File: src/rtl/ad80305_if_pkg.sv
// ad80305_if_pkg: shared constants, state encoding and saturation helper for the AD80305 data interfaces
package ad80305_if_pkg;
  localparam int ADC_W = 12;
  typedef enum logic [1:0] {
    ST_IDLE    = 2'd0,
    ST_PREFILL = 2'd1,
    ST_RUN     = 2'd2
  } tx_state_e;
  localparam logic FRAME_I = 1'b1;
  localparam logic FRAME_Q = 1'b0;
  function automatic logic [ADC_W-1:0] sat12(input logic [ADC_W:0] v);
    return (v[ADC_W] != v[ADC_W-1]) ? {v[ADC_W], {(ADC_W-1){~v[ADC_W]}}} : v[ADC_W-1:0];
  endfunction
endpackage

File: src/rtl/ad80305_tx_fifo.sv
// ad80305_tx_fifo: single-clock FIFO with flush and saturating occupancy count
module ad80305_tx_fifo #(
  parameter int W  = 24,
  parameter int AW = 3
) (
  input  logic          clk_i,
  input  logic          rst_i,
  input  logic          flush_i,
  input  logic          push_i,
  input  logic          pop_i,
  input  logic [W-1:0]  din_i,
  output logic [W-1:0]  dout_o,
  output logic          full_o,
  output logic          empty_o,
  output logic [AW:0]   level_o
);
  localparam int DEPTH = 2**AW;
  logic [W-1:0] mem_q [DEPTH];
  logic [AW-1:0] wp_q, rp_q;
  logic [AW:0] lvl_q;
  logic do_push, do_pop;
  assign full_o  = lvl_q == (AW+1)'(DEPTH);
  assign empty_o = lvl_q == '0;
  assign do_push = push_i && (!full_o || pop_i);
  assign do_pop  = pop_i && !empty_o;
  assign dout_o  = mem_q[rp_q];
  assign level_o = lvl_q;
  // Storage array; a slot is only read after it has been written
  always_ff @(posedge clk_i) begin
    if (do_push) mem_q[wp_q] <= din_i;
  end
  // Pointers wrap naturally; flush discards everything like a reset
  always_ff @(posedge clk_i) begin
    if (rst_i || flush_i) begin
      wp_q  <= '0;
      rp_q  <= '0;
      lvl_q <= '0;
    end else begin
      wp_q  <= wp_q + AW'(do_push);
      rp_q  <= rp_q + AW'(do_pop);
      lvl_q <= lvl_q + (AW+1)'(do_push) - (AW+1)'(do_pop);
    end
  end
endmodule

File: src/rtl/ad80305_tx_if_ddr_lvcmos.sv
// ad80305_tx_if_ddr_lvcmos: rounds I/Q to 12 bits, buffers them and drives framed DDR halves for the ODDR
module ad80305_tx_if_ddr_lvcmos
  import ad80305_if_pkg::*;
#(
  parameter int IN_W        = 16,
  parameter int FIFO_AW     = 3,
  parameter int PREFILL_LVL = 4,
  parameter int FRAME_ON_H  = 1
) (
  input  logic               i_fpga_clk_125p,
  input  logic               i_fpga_rst_125p,
  input  logic               i_tx_en,
  input  logic               i_iq_valid,
  output logic               o_iq_ready,
  input  logic [IN_W-1:0]    i_idata,
  input  logic [IN_W-1:0]    i_qdata,
  output logic [ADC_W:0]     o_dataout_h,
  output logic [ADC_W:0]     o_dataout_l,
  output logic               o_underflow,
  input  logic               i_underflow_clr,
  output logic [FIFO_AW:0]   o_fifo_level,
  output logic [1:0]         o_state
);
  localparam int DEPTH = 2**FIFO_AW;
  localparam int D = IN_W - ADC_W;
  localparam logic [IN_W:0] HALF = ((IN_W+1)'(1) << D) >> 1;
  function automatic logic [ADC_W-1:0] rnd(input logic [IN_W-1:0] x);
    logic [IN_W:0] s;
    s = {x[IN_W-1], x} + HALF;
    return sat12(s[IN_W -: ADC_W+1]);
  endfunction
  tx_state_e state_q, state_d;
  logic wr_q;
  logic [2*ADC_W-1:0] wr_data_q, rd_data;
  logic full, empty, pop, uf_set, uf_q;
  logic [FIFO_AW:0] level;
  logic [ADC_W:0] i_word, q_word, out_h_d, out_l_d, out_h_q, out_l_q;
  // The in-flight rounded word counts against capacity so it always finds room
  assign o_iq_ready = i_tx_en && !full && !(wr_q && level == (FIFO_AW+1)'(DEPTH-1));
  // Round on acceptance; wr_q marks a word that enters the FIFO next edge
  always_ff @(posedge i_fpga_clk_125p) begin
    if (i_fpga_rst_125p) begin
      wr_q      <= 1'b0;
      wr_data_q <= '0;
    end else begin
      wr_q      <= i_iq_valid && o_iq_ready;
      wr_data_q <= {rnd(i_qdata), rnd(i_idata)};
    end
  end
  ad80305_tx_fifo #(.W(2*ADC_W), .AW(FIFO_AW)) u_fifo (
    .clk_i   (i_fpga_clk_125p),
    .rst_i   (i_fpga_rst_125p),
    .flush_i (!i_tx_en),
    .push_i  (wr_q),
    .pop_i   (pop),
    .din_i   (wr_data_q),
    .dout_o  (rd_data),
    .full_o  (full),
    .empty_o (empty),
    .level_o (level)
  );
  // State register
  always_ff @(posedge i_fpga_clk_125p) begin
    state_q <= i_fpga_rst_125p ? ST_IDLE : state_d;
  end
  // Enable gates everything; prefill waits for the threshold, RUN holds even when starved
  always_comb begin
    state_d = !i_tx_en ? ST_IDLE :
              state_q == ST_IDLE ? ST_PREFILL :
              (state_q == ST_PREFILL && level >= (FIFO_AW+1)'(PREFILL_LVL)) ? ST_RUN : state_q;
  end
  // Pop and framed output words from the current state; empty RUN sends frame-only zeros
  always_comb begin
    pop     = state_q == ST_RUN && !empty;
    uf_set  = state_q == ST_RUN && empty;
    i_word  = {FRAME_I, rd_data[ADC_W-1:0] & {ADC_W{pop}}};
    q_word  = {FRAME_Q, rd_data[2*ADC_W-1:ADC_W] & {ADC_W{pop}}};
    out_h_d = state_q == ST_IDLE ? '0 : (FRAME_ON_H != 0 ? i_word : q_word);
    out_l_d = state_q == ST_IDLE ? '0 : (FRAME_ON_H != 0 ? q_word : i_word);
  end
  // Output registers and sticky underflow, where a new underflow beats a clear
  always_ff @(posedge i_fpga_clk_125p) begin
    if (i_fpga_rst_125p) begin
      out_h_q <= '0;
      out_l_q <= '0;
      uf_q    <= 1'b0;
    end else begin
      out_h_q <= out_h_d;
      out_l_q <= out_l_d;
      uf_q    <= uf_set || (uf_q && !i_underflow_clr);
    end
  end
  assign o_dataout_h  = out_h_q;
  assign o_dataout_l  = out_l_q;
  assign o_underflow  = uf_q;
  assign o_fifo_level = level;
  assign o_state      = state_q;
endmodule
File: config.mk
export PLATFORM = sky130hd
export DESIGN_NAME = ad80305_tx_if_ddr_lvcmos
export DESIGN_NICKNAME = d
export VERILOG_FILES = /design/src/rtl/ad80305_if_pkg.sv /design/src/rtl/ad80305_tx_fifo.sv /design/src/rtl/ad80305_tx_if_ddr_lvcmos.sv
export SDC_FILE = /design/constraint.sdc
export NUM_CORES = 1
export LEC_CHECK = 0
export CORE_MARGIN = 2
export CORE_UTILIZATION = 58
export CTS_CLUSTER_SIZE = 12
export DETAILED_ROUTE_END_ITERATION = 8
export PLACE_DENSITY = 0.79
export RECOVER_POWER = 100
export SKIP_CTS_REPAIR_TIMING = 1
export SLEW_MARGIN = 25
export SYNTH_ARGS = -nofsm -noshare
export SYNTH_HDL_FRONTEND = slang
export SYNTH_SLANG_ARGS = --single-unit
File: constraint.sdc
create_clock -name i_fpga_clk_125p -period 4.05 [get_ports i_fpga_clk_125p]
set_clock_uncertainty 0.1 [all_clocks]
set_input_delay 0.6075 -clock i_fpga_clk_125p [delete_from_list [all_inputs] [get_ports i_fpga_clk_125p]]
set_output_delay 0.6075 -clock i_fpga_clk_125p [all_outputs]
set_load 0.05 [all_outputs]
==> summary.txt, run 1 <==
Run status
  – Status: complete, but fails checks
  – Failing checks: capacitance limit, slew limit

Synthesis
  – Main area contributors after synthesis: edfxtp_1 (59%), dfxtp_1 (13%), mux4_2 (11%)
  – Mean Syn Cell Area: 17.2 um^2
  – Most used DFF post-synth: edfxtp_1
  – Synth Register Bits: 255
  – Post-synth EDFFs: 192
  – Ys Warns: 0
  – Cell taking the most area after synthesis: edfxtp_1
  – Post-Syn Area: 9850 um^2
  – Post-synthesis net count: 622
  – Synth unique cells: 56
  – Sequential share of the synthesized area: 0.713
  – Mapped Cells: 572
  – Yosys top cell area share: 0.585
  – Asr flop ratio synth: 0

Place
  – Dpl ws: 1.18 ns
  – Detail Placement HPWL: 11000 um
  – Final RePlAce weighted congestion: 0.854
  – Port Buffers: 63

Timing
  – Slew at the pin closest to its max-slew limit: 1.74 ns
  – Setup ws final: 0.831 ns
  – Final period utilization: 0.795
  – Slew Limit Fails: 200
  – RSZ-0062 raised after global routing: no
  – Final setup vio count: 0
  – Post-route setup TNS: 0 ns
  – Hold Fails Final Rpt: 0
  – Final Critical Period: 3.22 ns
  – Worst hold slack: 0.406 ns
  – F_max: 311 MHz
  – Max-slew headroom at the worst pin: -0.158

Route
  – Initial DRC Count: 561
  – Vias: 5238
  – Post-route ant nets: 0
  – Vias per inst: 5.97
  – WL per Instance: 21.7 um
  – 1st-pass router iterations: 5
  – DRC errors left: 0
  – Overall routed net length: 19000 um

Die
  – Die width: 134 um
  – Die area: 18000 um^2
  – Core area: 16600 um^2
  – Core Rows: 47
  – Number of top-level pins: 71
  – Die Y: 134 um
  – Initial core utilization: 0.594

Clock tree
  – CTS Sinks: 255
  – CTS tree: done
  – Max H-tree Level: 1
  – Clock Latency Late Sink: 0.51 ns
  – Clock transition at path regs: 0.06 ns
  – Root Buffer Master: clkbuf_16
  – Num CTS Buffers: 25
  – Worst-case clock buffer depth: 3

Final layout
  – Share of cells above drive strength 1: 0.143
  – Number of antenna diodes: 0
  – Final net count: 690
  – Area Overhead vs Synth: 15.5%

Global route
  – Largest net degree at the start of global routing: 51
  – Initial antenna violation count: 0
  – Overall Global Routing Usage: 0.216
  – First-pass GRT wire length: 29500 um
  – Gr ovfl total: 0
  – Number of global-route vias before repair: 5443

Setup path
  – Critical Path End Type: flop
  – Largest stage delay, worst path: 1.28 ns
  – Reg2Reg Setup Slack: 0.83 ns
  – Crit path max-delay cell type: clkbuf_1
  – Req. time, crit path: 4.05 ns
  – CP Cell Sequence: inv_1 > ha_1 > o211ai_1 > nand3b_1 > nor3_1 > clkbuf_1
  – Crit Path Class: reg2reg
  – Crit path launch type: flop
  – Worst Path Max Fanout: 24
  – Critical path arrival: 3.22 ns

Pwr
  – Leak pwr: 3.72 nW
  – Power Density: 445 nW/um^2
  – Clock network power share: 0.404
  – Psw: 0.00100 W
  – Worst IR Drop VDD: 0.000297 V
  – Reg power frac: 0.568
  – Logic gate share of total power: 0.027
  – Sw Ratio: 0.198
  – Tot Pwr: 0.00506 W
  – Pint: 0.00406 W

Run
  – # Max-Cap Violations: 8

Min path
  – Worst hold path type: reg2reg
[registers in the layout, indices dropped and copies added (netlist names)]
signal          cells
o_dataout_h        13
o_dataout_l        12
o_state             2
o_underflow         1
u_fifo.level_o      4
u_fifo.mem_q      192
u_fifo.rp_q         3
u_fifo.wp_q         3
wr_data_q          24
wr_q                1
[area by class of cell]
| cell class | count | area [um^2] |
|---|---|---|
| clock inverters | 2 | 13.8 |
| clock buffers | 43 | 693 |
| repair buffers | 70 | 684 |
| inverters | 7 | 26.3 |
| flip-flops and latches | 255 | 7030 |
| multi-input cells | 281 | 2650 |
| well taps | 220 | 275 |
| fillers | 1054 | 5210 |
[stage by stage]
step                utilization  std cells  area (um^2)
floorplan                     -        572         9850
global placement          0.645        832        10700
detailed placement        0.645        832        10700
CTS                       0.688        877        11400
global route              0.686        878        11400
finish                    0.686        878        11400
[placed cells by master, fill, tap and decap left out, types with 6 or more instances in the layout]
| cell | count |
|---|---|
| dlygate4sd3_1 | 36 |
| ha_1 | 12 |
| a21oi_1 | 21 |
| clkbuf_1 | 21 |
| clkdlybuf4s50_1 | 27 |
| edfxtp_1 | 192 |
| nor2_2 | 6 |
| mux4_2 | 48 |
| inv_1 | 7 |
| o21ai_0 | 7 |
| nand3_1 | 13 |
| nor2_1 | 37 |
| dfxtp_1 | 61 |
| clkbuf_16 | 25 |
| nor3_1 | 7 |
| xnor2_1 | 11 |
| xor2_1 | 6 |
| a31oi_1 | 7 |
| nand2_1 | 16 |
| mux2i_1 | 25 |
[Yosys cell counts, drive strengths merged, types with 3 or more instances]
cell type and n:
nor2 43, nor3 7, buf 15, xor2 6, xnor2 11, nand4 5, nand2b 5, nor4 3
a32oi 3, a31oi 7, o21ai 7, nand3 13, and3 7, nand2 16, ha 12, clkbuf 13
a21oi 21, mux4 48, edfxtp 192, mux2i 25, inv 7, and2 10, dfxtp 63
[critical path, delay by kind of cell, from the launching register on]
family / cells / cell delay [ns]
AOI/OAI and AO/OA: 1 / 0.28
adders and majority gates: 1 / 0.24
buffers and inverters: 2 / 1.38
DFF: 1 / 0.36
and+or+nand+nor: 2 / 0.44
[per-layer routing]
metal | vias to the layer above | share of wire | global-route usage
li1 | 2366 | - | -
met1 | 2621 | 0.41 | 0.285
met2 | 222 | 0.51 | 0.375
met3 | 29 | 0.061 | 0.0314
met4 | 0 | 0.019 | 0.0667
met5 | - | 0 | 0
[path summary, 6_finish.rpt]
| check | startpoint | end | cells after the start |
|---|---|---|---|
| hold / removal | o_underflow | o_underflow | 2 |
| setup reg to reg | u_fifo.level_o[2] | u_fifo.mem_q[0][16] | 6 |
| hold reg to reg | o_underflow | o_underflow | 2 |
| setup / recovery | u_fifo.level_o[2] | u_fifo.mem_q[0][16] | 6 |
[power by group through the flow]
stage | sequential (W) | combinational (W) | clock, W
detailed placement | 0.00293 | 0.000139 | 0
global placement | 0.00292 | 0.000136 | 0
floorplan | 0.00292 | 0.0000761 | 0
CTS | 0.00287 | 0.000140 | 0.00207
finish | 0.00287 | 0.000138 | 0.00204
global route | 0.00288 | 0.000150 | 0.00216
[cells by family (layout without fill, tap and decap cells)]
kind of cell / count (synthesis) / after routing / synth area share
buf+inv: 36 / 122 / 0.0193
fa+ha+maj: 13 / 13 / 0.0173
xor+xnor: 17 / 17 / 0.0151
compound gates: 58 / 58 / 0.0380
other cells: 1 / 1 / 0.000381
mux: 73 / 73 / 0.135
simple gates: 119 / 119 / 0.0614
flops: 255 / 255 / 0.713
(Power assumes the default switching activity.)
==> inputs of run 2 (changes only) <==
clock period = 3.2 ns   (was 4.05 ns; I/O delays follow)
==> run 2 against run 1 <==
Effect of this change: the flow still finishes with violations (capacitance limit, slew limit); design area is 1.2% higher; global-route usage fell by 0.061 points; critical path depth unchanged; via count shrank 1.4%; core utilization is 0.81 points higher; clock power is 34% higher; final cell count grew 1.0%; flip-flop and latch count stayed put; die area did not move; combinational power rose by 28%.
==> summary.txt, run 2 (same netlist as run 1, synthesis figures left out) <==
Run status
  – Status: complete, but fails checks
  – Failing checks: capacitance limit, slew limit

Die
  – Die width: 134 um (unchanged)
  – Core area: 16600 um^2 (unchanged)
  – Die area: 18000 um^2 (unchanged)
  – Initial core utilization: 0.594 (unchanged)
  – Core Rows: 47 (unchanged)
  – Die Y: 134 um (unchanged)
  – Number of top-level pins: 71 (unchanged)

Place
  – Detail Placement HPWL: 10900 um (-0.96%)
  – Final RePlAce weighted congestion: 0.805 (-5.7%)
  – Placed cell areas: 10800 um^2 (+0.70%)
  – Port Buffers: 63 (unchanged)
  – Placed Cells: 841 (+1.1%)

Final layout
  – FILL cells: 1088 (+3.2%)
  – Commonest non-fill, non-tap cell in the layout: edfxtp_1
  – Most flop-heavy register: u_fifo.mem_q
  – Design Area, Final: 11500 um^2 (+1.2%)
  – Area Overhead vs Synth: 16.8%
  – Fin cells: 887 (+1.0%)
  – Most frequent cells in the layout: edfxtp_1 (192), dfxtp_1 (62), mux4_2 (48), nor2_1 (38), dlygate4sd3_1 (36)
  – Share of cells above drive strength 1: 0.159 (+0.0161)
  – Largest register FFs: 192 (unchanged)
  – Number of antenna diodes: 0 (unchanged)
  – Area of the multi-input gates: 2670 um^2 (+0.76%)
  – FF/Latch Area: 7030 um^2 (about the same)
  – Final net count: 699 (+1.3%)
  – End-of-flow core utilization: 0.694 (+0.00807)

Clock tree
  – CTS Sinks: 255 (unchanged)
  – CTS tree: done
  – Worst-case clock buffer depth: 3 (unchanged)
  – Num CTS Buffers: 26 (+4.0%)
  – Root Buffer Master: clkbuf_16
  – Max H-tree Level: 1 (unchanged)
  – Clock Latency Late Sink: 0.51 ns (about the same)
  – Clock transition at path regs: 0.06 ns (about the same)

Global route
  – Overall Global Routing Usage: 0.215 (-0.000608)
  – Largest net degree at the start of global routing: 29 (-43%)
  – Initial antenna violation count: 0 (unchanged)
  – First-pass GRT wire length: 29500 um (-0.14%)
  – Number of global-route vias before repair: 5279 (-3.0%)
  – Gr ovfl total: 0 (unchanged)

Pwr
  – Psw: 0.00129 W (+29%)
  – Leak pwr: 3.80 nW (+2.0%)
  – Clock network power share: 0.417 (+0.013)
  – Sw Ratio: 0.197 (-0.00102)
  – Reg power frac: 0.556 (-0.012)
  – Power Density: 569 nW/um^2 (+28%)
  – Logic gate share of total power: 0.027 (about the same)
  – Worst IR Drop VDD: 0.000421 V (+42%)
  – Tot Pwr: 0.00654 W (+29%)
  – Pint: 0.00525 W (+30%)

Timing
  – Final Critical Period: 2.92 ns
  – RSZ-0062 raised after global routing: no
  – Hold Fails Final Rpt: 0 (unchanged)
  – Post-route setup TNS: 0 ns (unchanged)
  – Max-slew headroom at the worst pin: -0.0386 (+0.120)
  – F_max: 342 MHz
  – Slew at the pin closest to its max-slew limit: 1.56 ns (-0.182 ns)
  – Final period utilization: 0.914
  – Slew Limit Fails: 28 (-86%)
  – Final setup vio count: 0 (unchanged)

Route
  – Post-route ant nets: 0 (unchanged)
  – DRC errors left: 0 (unchanged)
  – Overall routed net length: 18600 um (-2.6%)
  – 1st-pass router iterations: 5 (unchanged)
  – Vias: 5167 (-1.4%)
  – Initial DRC Count: 451 (-20%)
  – Vias per inst: 5.83 (-2.4%)
  – WL per Instance: 20.9 um (-3.6%)

Run
  – # Max-Cap Violations: 1 (-7)

Setup path
  – Req. time, crit path: 2.62 ns (-1.43 ns)
  – Critical Path End Type: output pin
  – Critical path arrival: 2.34 ns (-0.88 ns)
  – Crit Path Class: reg2out
  – Worst Path Max Fanout: 3 (-88%)
  – Crit path launch type: flop

Min path
  – Worst hold path type: reg2reg
-- run 2: critical path: stages, from the launching register on --
cell,delay (ns)
dfxtp_1,0.36
inv_1,0.09
ha_1,0.19
nand4_1,0.08
nand2_1,0.05
a21oi_1,0.16
dlygate4sd3_1,0.90
-- run 2: power by group through the flow --
stage	sequential, W	combinational (W)	clock, W
2_1_floorplan	0.00369	0.0000965	0
3_3_place_gp	0.00370	0.000171	0
3_5_place_dp	0.00371	0.000175	0
4_1_cts	0.00364	0.000177	0.00277
5_1_grt	0.00364	0.000191	0.00291
6_report	0.00364	0.000176	0.00273
-- run 2: final timing paths --
path / from / endpoint / slack (ns) / depth (start not counted)
worst max-delay path: u_fifo.level_o[3] / o_iq_ready / 0.28 / 6
worst max register to register: u_fifo.level_o[2] / u_fifo.mem_q[1][7] / 0.58 / 6
worst min register to register: o_underflow / o_underflow / 0.41 / 2
worst min-delay path: o_underflow / o_underflow / 0.41 / 2
-- run 2: through the flow --
| stage | hold WS, ns | setup slack (ns) |
|---|---|---|
| 2_1_floorplan | 0.407 | 0.164 |
| 3_3_place_gp | 0.380 | 0.580 |
| 3_5_place_dp | 0.387 | 0.467 |
| 4_1_cts | 0.425 | 0.290 |
| 5_1_grt | 0.443 | 0.143 |
| 6_report | 0.406 | 0.276 |
-- run 2: per-layer routing --
layer	global-route usage	wire length, um	vias to the layer above	part of all wire
met5	0	0	-	0
met4	0.0538	271	0	0.015
met3	0.0374	1160	25	0.063
met2	0.358	9270	204	0.50
met1	0.301	7860	2552	0.42
li1	-	-	2386	-
-- run 2: cell type report --
class                   count  share of cell area
inverters                   7             0.00228
repair buffers             78              0.0644
multi-input cells         281               0.232
clock buffers              43              0.0648
clock inverters             3             0.00174
well taps                 220              0.0239
flip-flops and latches    255               0.611
==> inputs of run 3 (changes only) <==
ABC_AREA = 1   (was default)
TNS_END_PERCENT = 30   (was default)
==> run 3 against run 2 <==
Effect of this change: the run ends with DRC left; setup slack improved by 0.062 ns; die area increased by 2.5%; core utilization decreased by 1.2 points; hold slack got worse by 0.0082 ns; first-iteration DRC count increased by 44%; via count increased by 26%; maximum frequency increased by 2.2%.
==> summary.txt, run 3 <==
Global route
  – Gr busiest metal: met2
  – Largest net degree at the start of global routing: 58 (+100%)
  – Gr ovfl total: 0 (unchanged)
  – Grt met2 use: 0.389 (+0.0309)
  – Met1 usage: 0.282 (-0.0187)
  – Initial antenna violation count: 0 (unchanged)
  – Number of global-route vias before repair: 6364 (+21%)
  – First-pass GRT wire length: 31600 um (+7.3%)
  – Grt met3 use: 0.0332 (-0.00423)
  – Overall Global Routing Usage: 0.223 (+0.00798)

Timing
  – Max-slew headroom at the worst pin: 0.252 (+0.290)
  – Final period utilization: 0.894 (-0.0194)
  – Final setup vio count: 0 (unchanged)
  – Hold Fails Final Rpt: 0 (unchanged)
  – RSZ-0062 raised after global routing: no
  – Post-route setup TNS: 0 ns (unchanged)
  – Final Critical Period: 2.86 ns (-0.0622 ns)
  – Slew at the pin closest to its max-slew limit: 1.12 ns (-0.435 ns)
  – Slew Limit Fails: 0 (-100%)
  – F_max: 349 MHz (+2.2%)

Synthesis
  – Top-count cell post-synth: nor2_1
  – Commonest cells in the netlist: nor2_1 (211), edfxtp_1 (192), o21ai_0 (93)
  – Sequential share of the synthesized area: 0.695 (-0.0179)
  – Post-Syn Area: 10100 um^2 (+2.6%)
  – Yosys top cell area share: 0.571 (-0.0147)
  – Asr flop ratio synth: 0 (unchanged)
  – Main area contributors after synthesis: edfxtp_1 (57%), dfxtp_1 (12%), nor2_1 (7.8%)
  – Post-synth EDFFs: 192 (unchanged)
  – Ys Warns: 0 (unchanged)
  – Synth unique cells: 34 (-39%)
  – Synth Register Bits: 255 (unchanged)
  – Mapped Cells: 881 (+54%)
  – Most used DFF post-synth: edfxtp_1
  – Cell taking the most area after synthesis: edfxtp_1
  – Mean Syn Cell Area: 11.5 um^2 (-33%)
  – Post-synthesis net count: 931 (+50%)

Setup path
  – Critical path arrival: 2.28 ns (-0.06 ns)
  – Crit Path Class: reg2out
  – Largest stage delay, worst path: 0.86 ns (-0.04 ns)
  – Crit path launch type: flop
  – Critical Path End Type: output pin
  – Crit path max-delay cell type: dlygate4sd3_1
  – Worst Path Max Fanout: 4 (+1)
  – CP Cell Sequence: inv_1 > ha_1 > nand3_1 > nand3_1 > inv_1 > dlygate4sd3_1
  – Req. time, crit path: 2.62 ns (about the same)

Clock tree
  – Root Buffer Master: clkbuf_16
  – CTS Sinks: 255 (unchanged)
  – Clock Latency Late Sink: 0.52 ns (about the same)
  – Max H-tree Level: 1 (unchanged)
  – Worst-case clock buffer depth: 3 (unchanged)
  – Num CTS Buffers: 26 (unchanged)
  – CTS tree: done
  – Clock transition at path regs: 0.05 ns (about the same)

Route
  – Post-route ant nets: 0 (unchanged)
  – Initial DRC Count: 649 (+44%)
  – WL per Instance: 17.0 um (-19%)
  – DRC errors left: 1 (+1)
  – 1st-pass router iterations: 8 (+3)
  – Vias per inst: 5.48 (-6.0%)
  – Overall routed net length: 20200 um (+8.9%)
  – Vias: 6517 (+26%)

Place
  – Detail Placement HPWL: 11800 um (+7.9%)
  – Placed Cells: 1142 (+36%)
  – Final RePlAce weighted congestion: 0.855 (+6.1%)
  – Port Buffers: 63 (unchanged)

Run status
  – Failing checks: DRC
  – Status: complete, but fails checks

Pwr
  – Tot Pwr: 0.00664 W (+1.5%)
  – Worst IR Drop VDD: 0.000440 V (+4.4%)
  – Power Density: 567 nW/um^2 (-0.35%)
  – Leak pwr: 4.22 nW (+11%)

Final layout
  – Final net count: 995 (+42%)
  – Commonest non-fill, non-tap cell in the layout: nor2_1
  – Share of cells above drive strength 1: 0.0725 (-0.0864)
  – Fin cells: 1190 (+34%)
  – Most flop-heavy register: u_fifo.mem_q
  – Number of antenna diodes: 0 (unchanged)
  – Area Overhead vs Synth: 16.0%
  – Largest register FFs: 192 (unchanged)
  – End-of-flow core utilization: 0.682 (-0.0118)
  – Most frequent cells in the layout: nor2_1 (206), edfxtp_1 (192), o21ai_0 (93), nand2_1 (85), dfxtp_1 (61)

Die
  – Number of top-level pins: 71 (unchanged)
  – Die width: 136 um (+1.2%)
  – Core area: 17200 um^2 (+3.6%)
  – Core Rows: 48 (+2.1%)
  – Die Y: 136 um (+1.2%)
  – Die area: 18500 um^2 (+2.5%)
  – Initial core utilization: 0.588 (-0.00572)

Run
  – # Max-Cap Violations: 0 (-1)

Min path
  – Worst hold path type: reg2reg
run 3: cell types whose count changed in the layout (fill, tap and decap cells not counted), moves of 7 or more:
| cell | change |
|---|---|
| nor2_1 | +168 |
| o21ai_0 | +86 |
| nand2_1 | +69 |
| mux4_2 | -48 |
| inv_1 | +30 |
| mux2i_1 | -25 |
| o211ai_1 | +22 |
| o22ai_1 | +22 |
| nand3_1 | +9 |
| a21oi_2 | +8 |
| a31oi_1 | -7 |
run 3: final timing paths:
kind	slack (ns)	startpoint	end	cells past startpoint
max	0.34	u_fifo.level_o[2]	o_iq_ready	6
min	0.40	o_underflow	o_underflow	2
max reg2reg	0.36	u_fifo.rp_q[1]	o_dataout_l[6]	5
min reg2reg	0.40	o_underflow	o_underflow	2
run 3: cell families (layout without fill, tap and decap cells):
kind of cell | after synthesis | in the layout | share of synthesized area
DFF | 255 | 255 | 0.695
AOI/OAI and AO/OA | 171 | 171 | 0.0983
xor gates and xnor gates | 17 | 17 | 0.0147
buffers and inverters | 84 | 168 | 0.0360
other | 1 | 1 | 0.000371
adders and majority gates | 13 | 13 | 0.0168
and+or+nand+nor | 340 | 340 | 0.138
run 3: cell type report:
class,instances,area (um^2)
Clock inverter,3,45.0
Sequential cell,255,7030
Fill cell,1259,5460
Multi-Input combinational cell,542,2710
Timing Repair Buffer,81,761
Tap cell,225,282
Inverter,39,146
Clock buffer,45,743
run 3: worst max-delay path: cells and delay by family (launching register included):
kind / cells / cell delay (ns)
adder cells (fa/ha/maj): 1 / 0.20
buffers and inverters: 3 / 1.01
flip-flops: 1 / 0.34
AND/OR/NAND/NOR: 2 / 0.21
run 3: per-stage QoR:
stage | worst slack [ns] | area [um^2] | hold WS [ns]
final | 0.338 | 11700 | 0.398
after global placement | 0.723 | 11000 | 0.393
after CTS | 0.381 | 11800 | 0.393
after global routing | 0.168 | 11700 | 0.397
after detailed placement | 0.711 | 11000 | 0.402
after floorplan | 0.0955 | 10100 | 0.407
run 3: metal layers:
layer  vias up  part of all wire
li1       3192                 -
met1      3037              0.41
met2       244              0.50
met3        44             0.067
met4         0             0.028
met5         -                 0
run 3: power by group:
part | internal (W) | total, W | leakage [nW] | switching, W
sequential | 0.00360 | 0.00365 | 2.27 | 0.0000490
clock | 0.00165 | 0.00281 | 0.376 | 0.00116
combinational | 0.0000738 | 0.000176 | 1.58 | 0.000103
